`src/rtl/ob_mc_frontend.sv`:
```
// Multi-channel command/response front end: per-channel ingress FIFOs merged by a
// locking round-robin arbiter, and responses routed back into per-channel egress FIFOs.
module ob_mc_frontend #(
  parameter int CH_N      = 4,
  parameter int CMD_W     = 64,
  parameter int RSP_W     = 64,
  parameter int IN_DEPTH  = 4,
  parameter int OUT_DEPTH = 4,
  localparam int CH_W     = $clog2(CH_N)
) (
  input  logic                  clk,
  input  logic                  rst,
  input  logic [CH_N-1:0]       cmd_vld_r,
  input  logic [CH_N*CMD_W-1:0] cmd_r,
  output logic [CH_N-1:0]       cmd_full_r,
  input  logic [CH_N-1:0]       rsp_accept,
  output logic [CH_N-1:0]       rsp_vld,
  output logic [CH_N*RSP_W-1:0] rsp,
  output logic                  cntrl_cmd_vld,
  output logic [CMD_W-1:0]      cntrl_cmd,
  output logic [CH_W-1:0]       cntrl_cmd_ch,
  input  logic                  cntrl_cmd_pop,
  input  logic                  cntrl_rsp_vld,
  input  logic [RSP_W-1:0]      cntrl_rsp,
  input  logic [CH_W-1:0]       cntrl_rsp_ch,
  output logic                  cntrl_rsp_full_r,
  output logic [CH_N-1:0]       err_ovf_r,
  output logic                  dbg_locked,
  output logic [CH_W-1:0]       dbg_rr_ptr
);
  localparam int IN_AW  = $clog2(IN_DEPTH);
  localparam int OUT_AW = $clog2(OUT_DEPTH);

  typedef enum logic {ST_IDLE, ST_LOCKED} state_t;

  // Handshake: a command transfers on a cycle where cntrl_cmd_vld and cntrl_cmd_pop are
  // both high; a response transfers on a cycle where rsp_vld[i] and rsp_accept[i] are both high.

  logic [CMD_W-1:0] in_mem  [CH_N][IN_DEPTH];
  logic [IN_AW-1:0] in_wp   [CH_N];
  logic [IN_AW-1:0] in_rp   [CH_N];
  logic [IN_AW:0]   in_cnt  [CH_N];
  logic [IN_AW:0]   in_cnt_nxt [CH_N];
  logic [CH_N-1:0]  in_push, in_pop, in_ne_r;

  logic [RSP_W-1:0]  out_mem [CH_N][OUT_DEPTH];
  logic [OUT_AW-1:0] out_wp  [CH_N];
  logic [OUT_AW-1:0] out_rp  [CH_N];
  logic [OUT_AW:0]   out_cnt [CH_N];
  logic [OUT_AW:0]   out_cnt_nxt [CH_N];
  logic [CH_N-1:0]   out_push, out_pop;
  logic              out_hi;

  state_t           state, state_nxt;
  logic [CH_W-1:0]  lock_ch, lock_nxt, rr_ptr, rr_nxt, sel_ch, grant_ch;
  logic             sel_found, pop_fire;

  // Round-robin scan starting at rr_ptr over the registered non-empty flags.
  always_comb begin
    sel_found = 1'b0;
    sel_ch    = '0;
    for (int k = 0; k < CH_N; k++) begin
      if (!sel_found && in_ne_r[(int'(rr_ptr) + k) % CH_N]) begin
        sel_found = 1'b1;
        sel_ch    = CH_W'((int'(rr_ptr) + k) % CH_N);
      end
    end
  end

  assign grant_ch      = (state == ST_LOCKED) ? lock_ch : sel_ch;
  assign cntrl_cmd_vld = (state == ST_LOCKED) | sel_found;
  assign cntrl_cmd_ch  = grant_ch;
  assign cntrl_cmd     = in_mem[grant_ch][in_rp[grant_ch]];
  assign pop_fire      = cntrl_cmd_pop & cntrl_cmd_vld;
  assign dbg_locked    = (state == ST_LOCKED);
  assign dbg_rr_ptr    = rr_ptr;

  always_comb begin
    state_nxt = state;
    lock_nxt  = lock_ch;
    rr_nxt    = rr_ptr;
    if (pop_fire) begin
      state_nxt = ST_IDLE;
      rr_nxt    = (grant_ch == CH_W'(CH_N - 1)) ? '0 : grant_ch + 1'b1;
    end else if (state == ST_IDLE && sel_found) begin
      state_nxt = ST_LOCKED;
      lock_nxt  = sel_ch;
    end
  end

  always_ff @(posedge clk) begin
    if (!rst) begin
      state   <= ST_IDLE;
      lock_ch <= '0;
      rr_ptr  <= '0;
    end else begin
      state   <= state_nxt;
      lock_ch <= lock_nxt;
      rr_ptr  <= rr_nxt;
    end
  end

  // A push is judged against the registered full flag, so a same-cycle pop cannot rescue it.
  always_comb begin
    out_hi = 1'b0;
    for (int i = 0; i < CH_N; i++) begin
      in_push[i]     = cmd_vld_r[i] & ~cmd_full_r[i];
      in_pop[i]      = pop_fire && (grant_ch == CH_W'(i));
      in_cnt_nxt[i]  = in_cnt[i] + (IN_AW+1)'(in_push[i]) - (IN_AW+1)'(in_pop[i]);
      out_push[i]    = cntrl_rsp_vld && (cntrl_rsp_ch == CH_W'(i)) &&
                       (out_cnt[i] != (OUT_AW+1)'(OUT_DEPTH));
      out_pop[i]     = rsp_vld[i] & rsp_accept[i];
      out_cnt_nxt[i] = out_cnt[i] + (OUT_AW+1)'(out_push[i]) - (OUT_AW+1)'(out_pop[i]);
      if (out_cnt_nxt[i] >= (OUT_AW+1)'(OUT_DEPTH - 1)) out_hi = 1'b1;
      rsp[i*RSP_W +: RSP_W] = out_mem[i][out_rp[i]];
    end
  end

  always_ff @(posedge clk) begin
    if (!rst) begin
      for (int i = 0; i < CH_N; i++) begin
        in_wp[i]   <= '0;
        in_rp[i]   <= '0;
        in_cnt[i]  <= '0;
        out_wp[i]  <= '0;
        out_rp[i]  <= '0;
        out_cnt[i] <= '0;
      end
      cmd_full_r       <= '0;
      in_ne_r          <= '0;
      err_ovf_r        <= '0;
      rsp_vld          <= '0;
      cntrl_rsp_full_r <= 1'b0;
    end else begin
      for (int i = 0; i < CH_N; i++) begin
        if (in_push[i])  in_wp[i]  <= in_wp[i] + 1'b1;
        if (in_pop[i])   in_rp[i]  <= in_rp[i] + 1'b1;
        if (out_push[i]) out_wp[i] <= out_wp[i] + 1'b1;
        if (out_pop[i])  out_rp[i] <= out_rp[i] + 1'b1;
        in_cnt[i]     <= in_cnt_nxt[i];
        out_cnt[i]    <= out_cnt_nxt[i];
        cmd_full_r[i] <= (in_cnt_nxt[i] == (IN_AW+1)'(IN_DEPTH));
        in_ne_r[i]    <= (in_cnt_nxt[i] != '0);
        rsp_vld[i]    <= (out_cnt_nxt[i] != '0);
        err_ovf_r[i]  <= err_ovf_r[i] | (cmd_vld_r[i] & cmd_full_r[i]);
      end
      cntrl_rsp_full_r <= out_hi;
    end
  end

  always_ff @(posedge clk) begin
    for (int i = 0; i < CH_N; i++) begin
      if (in_push[i])  in_mem[i][in_wp[i]]   <= cmd_r[i*CMD_W +: CMD_W];
      if (out_push[i]) out_mem[i][out_wp[i]] <= cntrl_rsp;
    end
  end
endmodule

```
`config.mk`:
```
export PLATFORM = sky130hd
export DESIGN_NAME = ob_mc_frontend
export DESIGN_NICKNAME = d
export VERILOG_FILES = /design/src/rtl/ob_mc_frontend.sv
export SDC_FILE = /design/constraint.sdc
export NUM_CORES = 2
export LEC_CHECK = 0
export CORE_UTILIZATION = 40
export CTS_CLUSTER_DIAMETER = 100
export DETAILED_ROUTE_END_ITERATION = 10
export PLACE_DENSITY = 0.57
export SYNTH_ARGS = -nofsm -noshare
export SYNTH_HDL_FRONTEND = slang
export SYNTH_SLANG_ARGS = --single-unit
```
`constraint.sdc`:
```
create_clock -name clk -period 4.9 [get_ports clk]
set_input_delay 0.98 -clock clk [delete_from_list [all_inputs] [get_ports clk]]
set_output_delay 0.98 -clock clk [all_outputs]
set_load 0.05 [all_outputs]
```
Word-level counts from Yosys, hierarchy flattened:

Memories as Yosys holds them, arrays and structs flattened.
Cells that the tools add are included.

* order comparisons: 29
* add/subtract/negate cells: 36
* muxes and demuxes: 147
* shift-type cells: 0
* reduce and logical (&&, ||, !) cells: 45
* div/mod/pow operators: 0
* equality and inequality tests: 14
* bitwise logic cells: 65
* $mul: 0

Operators by type and width (number)
* 256-bit 2-to-1 mux: 14
* 64-bit 2-to-1 mux: 18
* 64-bit demux with 2-bit select: 8
* 256-bit OR reduction: 3
* 64-bit binary-select mux with 2-bit select: 5
* 1-bit 2-to-1 mux: 65
* 2-bit 2-to-1 mux: 25
* 3-bit >= comparator (second input constant): 13
* 2-bit inverter with 3-bit output: 13
* 2-bit by 1-bit adder with 2-bit output (second input constant): 18
* 1-bit bitwise OR: 29
* 3-bit by 1-bit adder with 3-bit output: 8
* 1-bit logical AND: 24
* 3-bit by 1-bit less-than comparator with 1-bit output (second input constant): 8
* 3-bit 2-to-1 mux: 8
* 3-bit nonzero test: 8
* 3-bit by 1-bit subtractor with 3-bit output: 8
* 1-bit AND: 13
* 3-bit == test (second input constant): 4
* 3-bit by 2-bit >= comparator with 1-bit output (second input constant): 4
* 3-bit by 4-bit less-than comparator with 1-bit output (second input constant): 3
* 3-bit != test (second input constant): 4
* 1-bit binary-select mux with 2-bit select: 4
* 2-bit == test (second input constant): 4
* 9 further kinds: 25

* register bits: 22
* memory bits (read-only): 0
* latch bits: 0
* logic and storage cells: 352
* memories: 8
* input port bits: 334
* memory bits (writable): 2104
* output and inout port bits: 339

Memories
* in_mem: depth 4, width 256, rd ports 1, clocked after Yosys merged registers in 0, wr ports 4, line 39 `logic [CMD_W-1:0] in_mem [CH_N][IN_DEPTH];`
* out_mem: depth 4, width 256, rd ports 4, clocked after Yosys merged registers in 0, wr ports 1, line 46 `logic [RSP_W-1:0] out_mem [CH_N][OUT_DEPTH];`
* in_cnt: depth 4, width 3, rd ports 4, clocked after Yosys merged registers in 0, wr ports 4, line 42 `logic [IN_AW:0] in_cnt [CH_N];`
* out_cnt: depth 4, width 3, rd ports 4, clocked after Yosys merged registers in 0, wr ports 4, line 49 `logic [OUT_AW:0] out_cnt [CH_N];`
* in_rp: depth 4, width 2, rd ports 5, clocked after Yosys merged registers in 0, wr ports 4, line 41 `logic [IN_AW-1:0] in_rp [CH_N];`
* in_wp: depth 4, width 2, rd ports 4, clocked after Yosys merged registers in 0, wr ports 4, line 40 `logic [IN_AW-1:0] in_wp [CH_N];`
* +2 memories

Depth between registers and ports, before layout:

* word-level depth: 21
* gate-level depth with buffers: 16
* mapped depth without buffers: 14

Worst setup path after synthesis:

No wires, ideal clock.

* path kind: flip-flop to output port
* from: reg state, in the netlist dbg_locked
* to: out cntrl_cmd[62]
* required time: 3.920 ns
* cell stages (with the launch flop): 11
* path buffers: 3
* path slack: 0.923 ns
* arrival time: 2.997 ns
* cell sequence: dfxtp_1 -> buf_2 -> mux2i_1 -> o31ai_1 -> nand2_2 -> inv_2 -> buf_2 -> buf_1 -> nand2_1 -> nand3_1 -> a31oi_1

* longest elaborated chain between the ends: 6
* elaborated cells between the ends (all ways): 7
* those cells by class: 4 x mux; 1 x bitwise; 2 x memory

RTL lines
* start: declaration: line 54 `state_t state, state_nxt;`
* start signal: assignment: line 97 `state <= state_nxt;`
* 2-bit 2-to-1 mux (*): line 70 `assign grant_ch = (state == ST_LOCKED) ? lock_ch : sel_ch;`
* named net cntrl_cmd_ch[1]: line 21 `output logic [CH_W-1:0] cntrl_cmd_ch,`
* memory read 4 x 2 bit
* 2-bit inverter with 3-bit output (implied by the code): line 73 `assign cntrl_cmd = in_mem[grant_ch][in_rp[grant_ch]];`
* 64-bit binary-select mux with 2-bit select (*): line 73
* 64-bit 2-to-1 mux (implied by the code) (*) (2 in series): line 73
* end: declaration: line 20 `output logic [CMD_W-1:0] cntrl_cmd,`

Mark *: on every way through the listed nets, which the timed path passes. The rest lies on a longest branch. The select of a mux whose other input is x is not followed.

Worst setup path in the final report:

* from: reg in_ne_r[1]
* to: out cntrl_cmd[3]

* longest elaborated chain between the ends: 18
* elaborated cells between the ends (all ways): 31
* those cells by class: 22 x mux; 1 x bitwise; 6 x reduce/logical; 2 x memory

RTL lines
* start: declaration: line 44 `logic [CH_N-1:0] in_push, in_pop, in_ne_r;`
* start signal: indexed assignment: line 143 `in_ne_r[i] <= (in_cnt_nxt[i] != '0);`
* 1-bit binary-select mux with 2-bit select: line 63 `if (!sel_found && in_ne_r[(int'(rr_ptr) + k) % CH_N]) begin`
* 1-bit 2-to-1 mux (implied by the code): line 63
* 1-bit 2-to-1 mux: line 63
* 1-bit zero test: line 63
* 1-bit logical AND: line 63
* 1-bit 2-to-1 mux: line 63
* 1-bit zero test: line 63
* 1-bit logical AND: line 63
* 1-bit 2-to-1 mux: line 63
* 1-bit zero test: line 63
* 1-bit logical AND: line 63
* 2-bit 2-to-1 mux (*): line 63
* 2-bit 2-to-1 mux (*): line 70
* memory read 4 x 2 bit
* 2-bit inverter with 3-bit output (implied by the code): line 73
* 64-bit binary-select mux with 2-bit select (*): line 73
* 64-bit 2-to-1 mux (implied by the code) (*) (2 in series): line 73

Every way passes the cells marked *; elsewhere a longest branch is shown, timed or not. The select of a mux whose other input is x is not followed.

==> impl_results.md <==
* DR WL/cell at 29.1 um
* Fin cells at 7870
* GRT overflow at 0
* DRC viols at 0
* Die X at 453 um
* Syn nets at 4556
* Register area at 63400 um^2
* Routed vias/inst at 5.34
* Vias at 42100
* Multi-input gate area at 17400 um^2
* Initial detailed-routing violation count at 2958
* Placed cell areas at 93300 um^2
* Largest net degree at the start of global routing at 107
* Critical-path top delay cell: mux2_4
* Predominant post-synthesis flop cell: edfxtp_1
* Fin Clk Skew at 0.0717 ns
* Final Util at 50.0%
* Tot Pwr at 60.3 mW
* Fin. max-slew vios at 0
* Startpoint type of the worst setup path: register
* CTS tree: yes
* Initial antenna violation count at 65
* GRT Util Overall at 22.1%
* Final Net Count at 5388
* Ys async rst share at 0%
* CP Capture Type: primary output
* Post-Syn Area at 81400 um^2
* Number of synthesized flops with an enable pin at 2080
* Clock sink count at 2126
* Vias in the first global route at 42200
* Setup TNS at 0 ns
* Boundary Pins at 673
* Top cell type's share of synthesized area at 76.7%
* Share of layout cells above drive strength 1 at 16.7%
* LEAKAGE at 33.6 nW
* Syn Area/Cell at 19.5 um^2
* Start-to-end type of the worst setup path: reg -> out
* Post-synth top area cell: edfxtp_1
* Core area at 202000 um^2
* Worst-path clk slew at 0.06 ns
* Max Cap Violations at 0
* Root Driver: clkbuf_16
* Synth Warn # at 0
* Final antenna-violating net count at 0
* Final setup fails at 0
* Clock Latency Late Sink at 0.88 ns
* Routed Wire Length at 229000 um
* Worst-Margin Slew at 1.18 ns
* Die Footprint at 205000 um^2
* Clock buffer depth at 3
* Fin worst setup slack at 0.110 ns
* Cts hold-fix bufs at 0
* CTS Buf Count at 218
* Min cycle time layout at 4.79 ns
* Type of the most critical hold path: reg -> reg
* Initial Utilization at 40.3%
* Final Wtd Congestion at 0.815
* Pwr/cell area at 597 nW/um^2
* CP Max Fanout at 25
* Post-DP HPWL at 151000 um
* Placed Cells incl. Taps at 7443
* Slew headroom at 21.3%
* Die Ht at 453 um
* Row cnt at 165
* Drt pass-1 iters at 7
* CTS HTree Levels at 4
* Crit path arrival time at 3.81 ns
* Maximum vdd drop at 0.917 mV
* Hold Violations, Final at 0
* Part of the cycle the worst path needs at 97.8%
* Seq/Total Area, Yosys at 77.9%
* Reg2reg path depth at 13
* Synth unique cells at 41
* Ranking of synthesized cells by area: edfxtp_1 (77%), mux2i_1 (7.1%), mux4_2 (7.1%)
* Synthesis-to-finish area growth at 24.1%
* Mapped Cells at 4165
* Worst hold slack at 0.473 ns
* Critical Path, Cell by Cell: nand2b_1 > o2111ai_4 > nand2_8 > inv_16 > mux2_4 > buf_4 > a221oi_1 > buf_4 > a31oi_1 > buf_12
* CP required at 3.92 ns
* Number of fill cells at 16500
* Most frequent CP cell: buf_4
* Finished Cell Area at 101000 um^2
* Max frequency at 0.209 GHz
* Worst hold stages at 2
* Flop and latch count out of synthesis at 2126
* CP max stage delay at 0.42 ns
* Outcome: finished clean
* I/O Buffers at 672
* Dpl ws at 0.235 ns
* First-pass GRT wire length at 319000 um
[critical path, delay by kind of cell, from the launching register on]
family                 cells  cell delay [ns]
AOI/OAI and AO/OA          3             0.76
buffers and inverters      4             0.93
DFF                        1             0.36
muxes                      1             0.42
and+or+nand+nor            2             0.46
[what timing repair did]
action	CTS	global route
gates cloned	3	0
resized for setup	52	7
pin swaps	0	2
setup endpoints to repair	63	17
setup buffers	0	3
[cell families after synthesis]
| family | synth area share, % |
|---|---|
| xor+xnor | 0.258 |
| buf+inv | 1.37 |
| flops | 77.9 |
| fa+ha+maj | 0.950 |
| compound gates | 2.18 |
| simple gates | 3.13 |
| mux | 14.2 |
[cells in the mapped netlist, types with 2 or more instances]
| master | n |
|---|---|
| nor4_1 | 2 |
| buf_2 | 55 |
| a31oi_1 | 66 |
| o21ai_0 | 133 |
| clkbuf_1 | 137 |
| buf_1 | 31 |
| ha_1 | 49 |
| inv_1 | 54 |
| xnor2_1 | 19 |
| nor2_1 | 36 |
| dfxtp_1 | 46 |
| edfxtp_1 | 2080 |
| nand3_1 | 130 |
| mux2_2 | 2 |
| fa_1 | 8 |
| nand2_1 | 278 |
| xor2_1 | 5 |
| and2_1 | 56 |
| nor3_1 | 10 |
| a221oi_1 | 66 |
| a21oi_1 | 7 |
| mux4_2 | 256 |
| and3_1 | 18 |
| a311oi_1 | 2 |
| nor2b_1 | 5 |
| a22o_1 | 2 |
| nand2b_1 | 21 |
| mux2i_1 | 578 |
[layout make-up]
| cell class | count | area share [%] |
|---|---|---|
| inverters | 56 | 0.224 |
| repair buffers | 834 | 9.39 |
| well taps | 2672 | 3.31 |
| clock inverters | 126 | 1.31 |
| flip-flops and latches | 2126 | 62.8 |
| multi-input cells | 1761 | 17.2 |
| clock buffers | 275 | 5.74 |
| diodes | 20 | 0.0496 |
[worst paths after layout]
kind              slack (ns)                     from                  endpoint
setup / recovery        0.11    in_ne_r[1]$_SDFF_PN0_              cntrl_cmd[3]
hold / removal          0.47  err_ovf_r[0]$_SDFF_PN0_   err_ovf_r[0]$_SDFF_PN0_
setup reg to reg        1.09    in_ne_r[1]$_SDFF_PN0_  cmd_full_r[2]$_SDFF_PN0_
hold reg to reg         0.47  err_ovf_r[0]$_SDFF_PN0_   err_ovf_r[0]$_SDFF_PN0_
[layout by cell type, fill, tap and decap left out, types with 24 or more instances in the layout]
| master | count |
|---|---|
| inv_1 | 54 |
| nor2_1 | 36 |
| mux4_2 | 256 |
| and2_4 | 32 |
| clkbuf_1 | 50 |
| nand3_1 | 130 |
| edfxtp_1 | 2080 |
| and2_1 | 24 |
| o21ai_0 | 133 |
| buf_4 | 93 |
| clkbuf_16 | 223 |
| buf_12 | 131 |
| dfxtp_1 | 45 |
| a31oi_1 | 54 |
| nand2_1 | 278 |
| ha_1 | 49 |
| a221oi_1 | 41 |
| clkinv_1 | 50 |
| clkinv_2 | 29 |
| clkdlybuf4s50_1 | 606 |
| mux2i_1 | 577 |
[where the power goes]
part / total [mW] / internal, mW / switching (mW)
sequential: 21.8 / 21.3 / 0.443
combinational: 22.1 / 8.14 / 13.9
clock: 16.4 / 9.44 / 7.01
total: 60.3 / 38.9 / 21.4
[sequential cells by signal, summed over array words and instances, names as in the netlist]
register	count
out_mem	1024
in_ne_r	4
out_wp	8
dbg_locked	1
dbg_rr_ptr	2
out_rp	8
cmd_full_r	4
in_cnt	12
in_wp	8
out_cnt	12
lock_ch	2
in_rp	8
err_ovf_r	4
rsp_vld	4
in_mem	1024
cntrl_rsp_full_r	1
[per-layer routing]
metal,track usage [%],vias to the layer above,share of wire [%],wire length (um)
met4,8.07,42,3.3,7650
met5,0,-,0.12,270
met2,39.1,1230,53,120000
met1,26.2,22000,38,86600
met3,4.88,399,6.2,14100
li1,-,18400,-,-
(Power assumes the default switching activity.)
